===== config.mk =====
export PLATFORM = sky130hd
export DESIGN_NAME = fspan_fill
export DESIGN_NICKNAME = d
export VERILOG_FILES = /design/src/rtl/fspan_fill.sv
export SDC_FILE = /design/constraint.sdc
export NUM_CORES = 1
export LEC_CHECK = 0
export ABC_AREA = 1
export CELL_PAD_IN_SITES_DETAIL_PLACEMENT = 1
export CELL_PAD_IN_SITES_GLOBAL_PLACEMENT = 2
export CORE_MARGIN = 5
export CORE_UTILIZATION = 33
export CTS_CLUSTER_SIZE = 25
export DETAILED_ROUTE_END_ITERATION = 8
export PLACE_DENSITY_LB_ADDON = 0.1
export RECOVER_POWER = 50
export SYNTH_ARGS = -nofsm -noshare
export SYNTH_HDL_FRONTEND = slang
export SYNTH_SLANG_ARGS = --single-unit

===== constraint.sdc =====
create_clock -name clk -period 4.9 [get_ports clk]
set_input_delay 0.98 -clock clk [delete_from_list [all_inputs] [get_ports clk]]
set_output_delay 0.98 -clock clk [all_outputs]
set_load 0.1 [all_outputs]

===== src/rtl/fspan_fill.sv =====
// fspan_fill: multi-lane rectangle span generator, row-major beats with per-lane write mask.
// Optional bound clipping to CLIP_W x CLIP_H when FSPAN_CLIP_EN is defined.
module fspan_fill #(
    parameter int CORDW  = 16,
    parameter int LANES  = 4,
    parameter int CLIP_W = 640,
    parameter int CLIP_H = 480
) (
    input  logic                    clk,
    input  logic                    rst,
    input  logic                    start,
    input  logic                    oe,
    input  logic signed [CORDW-1:0] x0,
    input  logic signed [CORDW-1:0] y0,
    input  logic signed [CORDW-1:0] x1,
    input  logic signed [CORDW-1:0] y1,
    output logic signed [CORDW-1:0] x,
    output logic signed [CORDW-1:0] y,
    output logic [LANES-1:0]        mask,
    output logic                    busy,
    output logic                    valid,
    output logic                    done
);
    localparam int W = CORDW + 1;
    localparam logic [0:0] IDLE = 1'b0, DRAW = 1'b1;
    localparam logic signed [W-1:0] ALIGN = ~W'(LANES - 1);
    logic [0:0] state;
    logic signed [W-1:0] xa, xb, xs, yb, xr, yr;
    logic signed [W-1:0] ex0, ex1, ey0, ey1, na, nb, nya, nyb;
    logic empty, row_end;
    // one extra bit keeps x+LANES from wrapping when xb sits at the signed maximum
    assign ex0 = {x0[CORDW-1], x0};
    assign ex1 = {x1[CORDW-1], x1};
    assign ey0 = {y0[CORDW-1], y0};
    assign ey1 = {y1[CORDW-1], y1};
`ifdef FSPAN_CLIP_EN
    localparam logic signed [W-1:0] XMAX = W'(CLIP_W - 1), YMAX = W'(CLIP_H - 1);
    logic signed [W-1:0] ra, rb, rya, ryb;
    always_comb begin
        ra = ex0 < ex1 ? ex0 : ex1;
        rb = ex0 < ex1 ? ex1 : ex0;
        rya = ey0 < ey1 ? ey0 : ey1;
        ryb = ey0 < ey1 ? ey1 : ey0;
        na = ra < 0 ? '0 : ra;
        nb = rb > XMAX ? XMAX : rb;
        nya = rya < 0 ? '0 : rya;
        nyb = ryb > YMAX ? YMAX : ryb;
        empty = na > nb || nya > nyb;
    end
`else
    always_comb begin
        na = ex0 < ex1 ? ex0 : ex1;
        nb = ex0 < ex1 ? ex1 : ex0;
        nya = ey0 < ey1 ? ey0 : ey1;
        nyb = ey0 < ey1 ? ey1 : ey0;
        empty = 1'b0;
    end
`endif
    for (genvar i = 0; i < LANES; i++) begin : g_lane
        logic signed [W-1:0] p;
        assign p = xr + W'(i);
        assign mask[i] = state == DRAW && p >= xa && p <= xb;
    end
    assign row_end = xr + W'(LANES) > xb;
    assign busy = state == DRAW;
    assign valid = busy && oe;
    assign x = xr[CORDW-1:0];
    assign y = yr[CORDW-1:0];
    always_ff @(posedge clk) begin
        if (rst) begin
            state <= IDLE;
            done <= 1'b0;
            xr <= '0;
            yr <= '0;
            xa <= '0;
            xb <= '0;
            xs <= '0;
            yb <= '0;
        end else begin
            done <= 1'b0;
            if (state == IDLE) begin
                if (start && empty) begin
                    done <= 1'b1;
                end else if (start) begin
                    state <= DRAW;
                    xa <= na;
                    xb <= nb;
                    xs <= na & ALIGN;
                    yb <= nyb;
                    xr <= na & ALIGN;
                    yr <= nya;
                end
            end else if (oe) begin
                if (row_end && yr == yb) begin
                    state <= IDLE;
                    done <= 1'b1;
                end else if (row_end) begin
                    yr <= yr + W'(1);
                    xr <= xs;
                end else begin
                    xr <= xr + W'(LANES);
                end
            end
        end
    end
endmodule

==> results of run 1 <==
==> path summary, 6_finish.rpt <==
path | end | slack (ns)
setup reg to reg | xr[15]$_SDFFE_PP0P_ | 0.60
hold / removal | xb[10]$_SDFFE_PP0P_ | 0.47
hold reg to reg | xb[10]$_SDFFE_PP0P_ | 0.47
setup / recovery | xr[15]$_SDFFE_PP0P_ | 0.60
==> worst max-delay path, stage by stage (launching register included) <==
cell     delay (ns)
dfxtp_1        0.46
ha_1           0.23
nand3_1        0.12
nor2_1         0.17
nand3_1        0.18
nor2_1         0.26
xor2_1         0.22
inv_1          0.06
ha_1           0.29
a21oi_1        0.15
nor2_1         0.05
nor2_1         0.09
nand2_1        0.09
nor2_4         0.15
nand3_4        0.11
nand2_8        0.14
nand2_1        0.43
nand2_8        0.27
nand2_4        0.16
inv_4          0.24
nand2_1        0.11
nor2_1         0.13
nor2_1         0.05
==> logic make-up (layout without fill, tap and decap cells) <==
family / after synthesis / in the layout
other: 1 / 2
AND/OR/NAND/NOR: 738 / 738
AO/OA/AOI/OAI: 201 / 201
buffers and inverters: 311 / 348
adder cells (fa/ha/maj): 118 / 118
XOR/XNOR: 19 / 19
flip-flops: 82 / 82
==> final cells by class <==
class / count / area share (%)
Multi-Input combinational cell: 1078 / 58.6
Timing Repair Buffer: 118 / 11.1
Sequential cell: 82 / 15.8
Clock inverter: 7 / 0.590
Tap cell: 341 / 4.10
Inverter: 214 / 7.75
Clock buffer: 9 / 2.17
==> metrics by stage <==
step / total power, mW / util, % / setup slack [ns] / hold WS [ns] / std cells
2_1_floorplan: 2.33 / - / 0.817 / 0.445 / 1471
3_3_place_gp: 2.79 / 37.5 / 0.878 / 0.456 / 1833
3_5_place_dp: 2.82 / 37.5 / 0.879 / 0.458 / 1833
4_1_cts: 3.52 / 38.6 / 0.764 / 0.471 / 1849
5_1_grt: 3.74 / 38.5 / 0.267 / 0.493 / 1849
6_report: 3.46 / 38.5 / 0.600 / 0.469 / 1849
==> layer usage <==
layer / wire length, um / part of all wire (%) / up-vias / track usage [%]
met3: 851 / 2.7 / 13 / 1.93
li1: - / - / 4805 / -
met5: 0 / 0 / - / 0
met2: 13600 / 43 / 108 / 31.7
met1: 17100 / 54 / 4461 / 31.2
met4: 218 / 0.69 / 0 / 2.99
==> sequential cells by signal, indices dropped and copies added (netlist names) <==
register / count
yb: 16
yr: 17
xr: 15
xa: 16
xb: 16
done: 1
busy: 1
==> power breakdown <==
group / switching (mW) / internal [mW]
Sequential: 0.107 / 0.744
Clock: 0.333 / 0.355
Combinational: 1.33 / 0.593
Total: 1.77 / 1.69
==> layout by cell type, fill, tap and decap left out, drive strengths merged, types with 4 or more instances in the layout <==
cell type,count
a211oi,4
buf,19
nand4,27
dlygate4sd3,34
nand3,170
o211ai,16
nand3b,4
nand2,392
a21oi,120
clkdlybuf4s50,64
dfxtp,82
ha,118
xor2,17
o21ai,44
nor4,4
a21o,4
clkbuf,10
inv,218
nor3,18
nor2,118
==> metrics.cfg, run 1 <==
[logic_synthesis]
netlist_top_cells_area=dfxtp_1 18%, ha_1 16%, nand2_1 16%
yosysMostFrequentCell=nand2_1
muxShareOfSynthArea_pct=0
netlist_instances=1470
synth.top_cell.area_share_pct=18.0
synthSimpleGateAreaFrac_pct=36.8
synth_compound_area_share_pct=12.2
syn_area_sq_mm=0.00910
ys_top_cells_by_count=379 x nand2_1, 206 x inv_1, 154 x nand3_1, 120 x a21oi_1, 118 x ha_1
yosys.area_share.adder_pct=16.2
synthXorXnorAreaFrac_pct=1.83
ys_seq_area_share_pct=18.0
postSynthRegisterBits=82
yosys_most_used_dff=dfxtp_1
syn_area_per_cell_sq_um=6.19
synth_edf_count=0
ys_warn_count=0
ys_types=47
ys_async_sr_fraction_pct=0
synth_top_family_by_area=simple AND/OR/NAND/NOR gates
synth_top_area_cell=dfxtp_1

[route]
wirelength_um=31700
drt_pass1_iterations=5
vias=9387
routed_via_density=5.08
drc=0
wire_per_inst_um=17.2
drtIter0Drc=477
ant_nets=0

[placed_design]
gp_congestion=0.826
postPlaceCellArea_sq_mm=0.0101
portBuffers=104
dp_hpwl_um=25800

[clock_network]
clkTransAtPathRegs_ns=0.07
clk_latency_ns=0.35
numCtsBuffers=9
h-tree-depth=3
clock_path_buffers=2
cts_tree=done
cts.sinks=82
postCtsSetupRepairBufs=0
ctsHoldBuffers=0
cts-resized-gates=0
cts_root_buffer=clkbuf_16

[finish]
syn_to_final_growth_pct=14.2
n_antenna_cell=0
final-seq-area_sq_mm=0.00164
fillCellCount=3565
layout-drive-gt1-share_pct=5.37
fin_area_sq_mm=0.0104
nNetsFinal=1689
multiInputGateArea_sq_mm=0.00609

[power_and_ir_drop]
leakagePower_nw=5.27
powerDensity_mw_per_mm2=333
ir_worst_vdd_mv=0.151

[grt]
grt_pass1_wl_um=51200
grt_max_degree=61
grt.total_usage_pct=20.4
globalRouteOverflowTotal=0
grt_antenna_before_repair=0
grt_pass1_vias=9382

[setup_path]
required_ns=5.14
worstSetupPathType=reg -> reg
critPathCaptureType=flop
r2r_start=xr[2]$_SDFFE_PP0P_
crit_path_start_kind=flop
cp_data_arrival_time_ns=4.54
reg2reg_depth=22
cp-startpoint=xr[2]$_SDFFE_PP0P_
path_max_fanout=17

[floorplanning]
die_w_um=176
core_sq_mm=0.0270
fp-row-count=60
dieArea_sq_mm=0.0310
boundaryPins=107
start_util_pct=33.7
chipHeight_um=176

[sta]
setup_tns_ns=0
max-slew-margin-rel_pct=23.0
setup_viol=0
period_needed_ns=4.30
final.period_utilization_pct=87.8
grt_setup_unrepaired=false
worst_pin_slew_ns=1.16
finClkSkew_ns=0.0135
slew_violations=0
hold_viol=0
max_freq_mhz=233

[min_path]
min_from=xb[10]$_SDFFE_PP0P_
holdCritPathClass=reg -> reg
min_path_cells=2

[job]
drv_cap=0

[status]
outcome=complete, no violations

No activity file was read; power rests on OpenSTA's default activity.
==> run 2: changes to the inputs <==
- CORE_UTILIZATION: 33 -> 31
- clock period: 4.9 -> 4.45 ns (I/O delays scaled with it)
==> metrics.cfg, run 2 (synthesis results as in run 1) <==
[sta]
setup_tns_ns=0  ; unchanged
worst_pin_slew_ns=1.93  ; +0.769 ns
slew_violations=32  ; +32
hold_viol=0  ; unchanged
finClkSkew_ns=0.0131  ; -0.000389 ns
period_needed_ns=3.98
final.period_utilization_pct=89.3
grt_setup_unrepaired=false
max-slew-margin-rel_pct=-28.6  ; -52 points
setup_viol=0  ; unchanged
max_freq_mhz=252

[clock_network]
cts-resized-gates=0  ; unchanged
cts_tree=done
cts_root_buffer=clkbuf_16
numCtsBuffers=9  ; unchanged
h-tree-depth=3  ; unchanged
clock_path_buffers=2  ; unchanged
postCtsSetupRepairBufs=0  ; unchanged
cts.sinks=82  ; unchanged
ctsHoldBuffers=0  ; unchanged
clk_latency_ns=0.35  ; about the same
clkTransAtPathRegs_ns=0.07  ; about the same

[status]
violations=max-capacitance violations, max-slew violations
outcome=finished, violations left

[floorplanning]
start_util_pct=31.5  ; -2.1 points
chipHeight_um=181  ; +3.0%
fp-row-count=62  ; +3.3%
dieArea_sq_mm=0.0329  ; +6.1%
die_w_um=181  ; +3.0%
boundaryPins=107  ; unchanged
core_sq_mm=0.0289  ; +6.8%

[grt]
globalRouteOverflowTotal=0  ; unchanged
grt_pass1_wl_um=51800  ; +1.2%
grt_pass1_vias=9446  ; +0.68%
grt.total_usage_pct=19.4  ; -1.0 points
grt_antenna_before_repair=0  ; unchanged
grt_max_degree=61  ; unchanged

[setup_path]
r2r_start=xr[5]$_SDFFE_PP0P_
worstSetupPathType=reg -> out
required_ns=3.56  ; -1.58 ns
reg2reg_depth=19  ; -14%
r2r_slack_ns=0.61  ; about the same
cp_data_arrival_time_ns=3.09  ; -1.45 ns
cp-endpoint=mask[3]
slowest_stage=dfxtp_1
critPathCaptureType=output pin
worstPathCellList=inv_1 -> ha_1 -> nand2_1 -> nor2_1 -> nand2_1 -> nor3b_1 -> nand3_1 -> nand3_1 -> nand2_1 -> o21ai_0 -> nand3_1 -> nor2_1 -> buf_4
cp-startpoint=xa[15]$_SDFFE_PP0P_
path_max_fanout=6  ; -11
slowest_delay_ns=0.47  ; about the same
crit_path_start_kind=flop
r2r_end=xr[15]$_SDFFE_PP0P_

[route]
drtIter0Drc=376  ; -21%
vias=9303  ; -0.89%
wire_per_inst_um=17.0  ; -0.96%
drt_pass1_iterations=5  ; unchanged
wirelength_um=32200  ; +1.4%
routed_via_density=4.91  ; -3.2%
drc=0  ; unchanged
ant_nets=0  ; unchanged

[finish]
syn_to_final_growth_pct=15.3
fin_cells=1894  ; +2.4%
largest_register_ffs=17  ; unchanged
final_cell_mix=384 x nand2_1, 206 x inv_1, 154 x nand3_1
final_common_cell=nand2_1
n_antenna_cell=0  ; unchanged
layout-drive-gt1-share_pct=5.50  ; +0.13 points
nNetsFinal=1691  ; +0.12%
largest_register=yr

[power_and_ir_drop]
ir_worst_vdd_mv=0.185  ; +22%
powerDensity_mw_per_mm2=368  ; +11%
leakagePower_nw=5.29  ; +0.30%
finalPower_mw=3.86  ; +12%

[placed_design]
dp.cells=1878  ; +2.5%
gp_congestion=0.890  ; +7.7%
portBuffers=104  ; unchanged
dp_hpwl_um=26600  ; +3.0%

[job]
drv_cap=1  ; +1

[min_path]
holdCritPathClass=reg -> reg

-- run 2: critical path: cells and delay by family, from the launching register on --
| kind | cells | cell delay [ns] |
|---|---|---|
| compound gates | 1 | 0.07 |
| fa+ha+maj | 1 | 0.42 |
| simple gates | 9 | 1.34 |
| flops | 1 | 0.47 |
| buf+inv | 2 | 0.45 |
-- run 2: final cells by class --
cell class / instances / area [sq um]
fillers: 3809 / 18400
multi-input cells: 1078 / 6100
flip-flops and latches: 82 / 1640
repair buffers: 120 / 1160
inverters: 214 / 806
well taps: 384 / 480
clock buffers: 9 / 225
clock inverters: 7 / 82.6
-- run 2: how the worst min path moves through the flow --
stage / slack (ns) / to / from / cells past startpoint
after floorplan: 0.45 / xa[1]$_SDFFE_PP0P_ / xa[1]$_SDFFE_PP0P_ / 2
after global placement: 0.45 / xb[2]$_SDFFE_PP0P_ / xb[2]$_SDFFE_PP0P_ / 2
after detailed placement: 0.46 / yb[4]$_SDFFE_PP0P_ / yb[4]$_SDFFE_PP0P_ / 2
after CTS: 0.47 / yb[4]$_SDFFE_PP0P_ / yb[4]$_SDFFE_PP0P_ / 2
after global routing: 0.49 / xb[13]$_SDFFE_PP0P_ / xb[13]$_SDFFE_PP0P_ / 2
final: 0.47 / xb[13]$_SDFFE_PP0P_ / xb[13]$_SDFFE_PP0P_ / 2
-- run 2: through the flow --
step / hold slack (ns) / worst slack, ns / area [sq um] / util [%]
finish: 0.467 / 0.474 / 10500 / 36.4
global route: 0.488 / 0.106 / 10500 / 36.4
CTS: 0.471 / 0.532 / 10500 / 36.4
detailed placement: 0.459 / 0.644 / 10200 / 35.4
global placement: 0.452 / 0.743 / 10200 / 35.4
floorplan: 0.445 / 0.457 / 9110 / -
-- run 2: layer usage --
metal / wire length (um) / GRT usage (%)
met2: 13600 / 29.8
met1: 17500 / 29.7
met5: 0 / 0
met4: 292 / 3.15
met3: 785 / 1.93
-- run 2: power breakdown --
part | leakage (nW) | internal, mW | switching (mW)
sequential | 0.677 | 0.820 | 0.111
combinational | 4.46 | 0.657 | 1.48
clock | 0.145 | 0.445 | 0.351
total | 5.29 | 1.92 | 1.94
==> run 3: changes to the inputs <==
- ABC_CLOCK_PERIOD_IN_PS: default -> 4450
==> results of run 3 <==
Same layout as run 2: the final DEF is identical, and so are final timing and power.
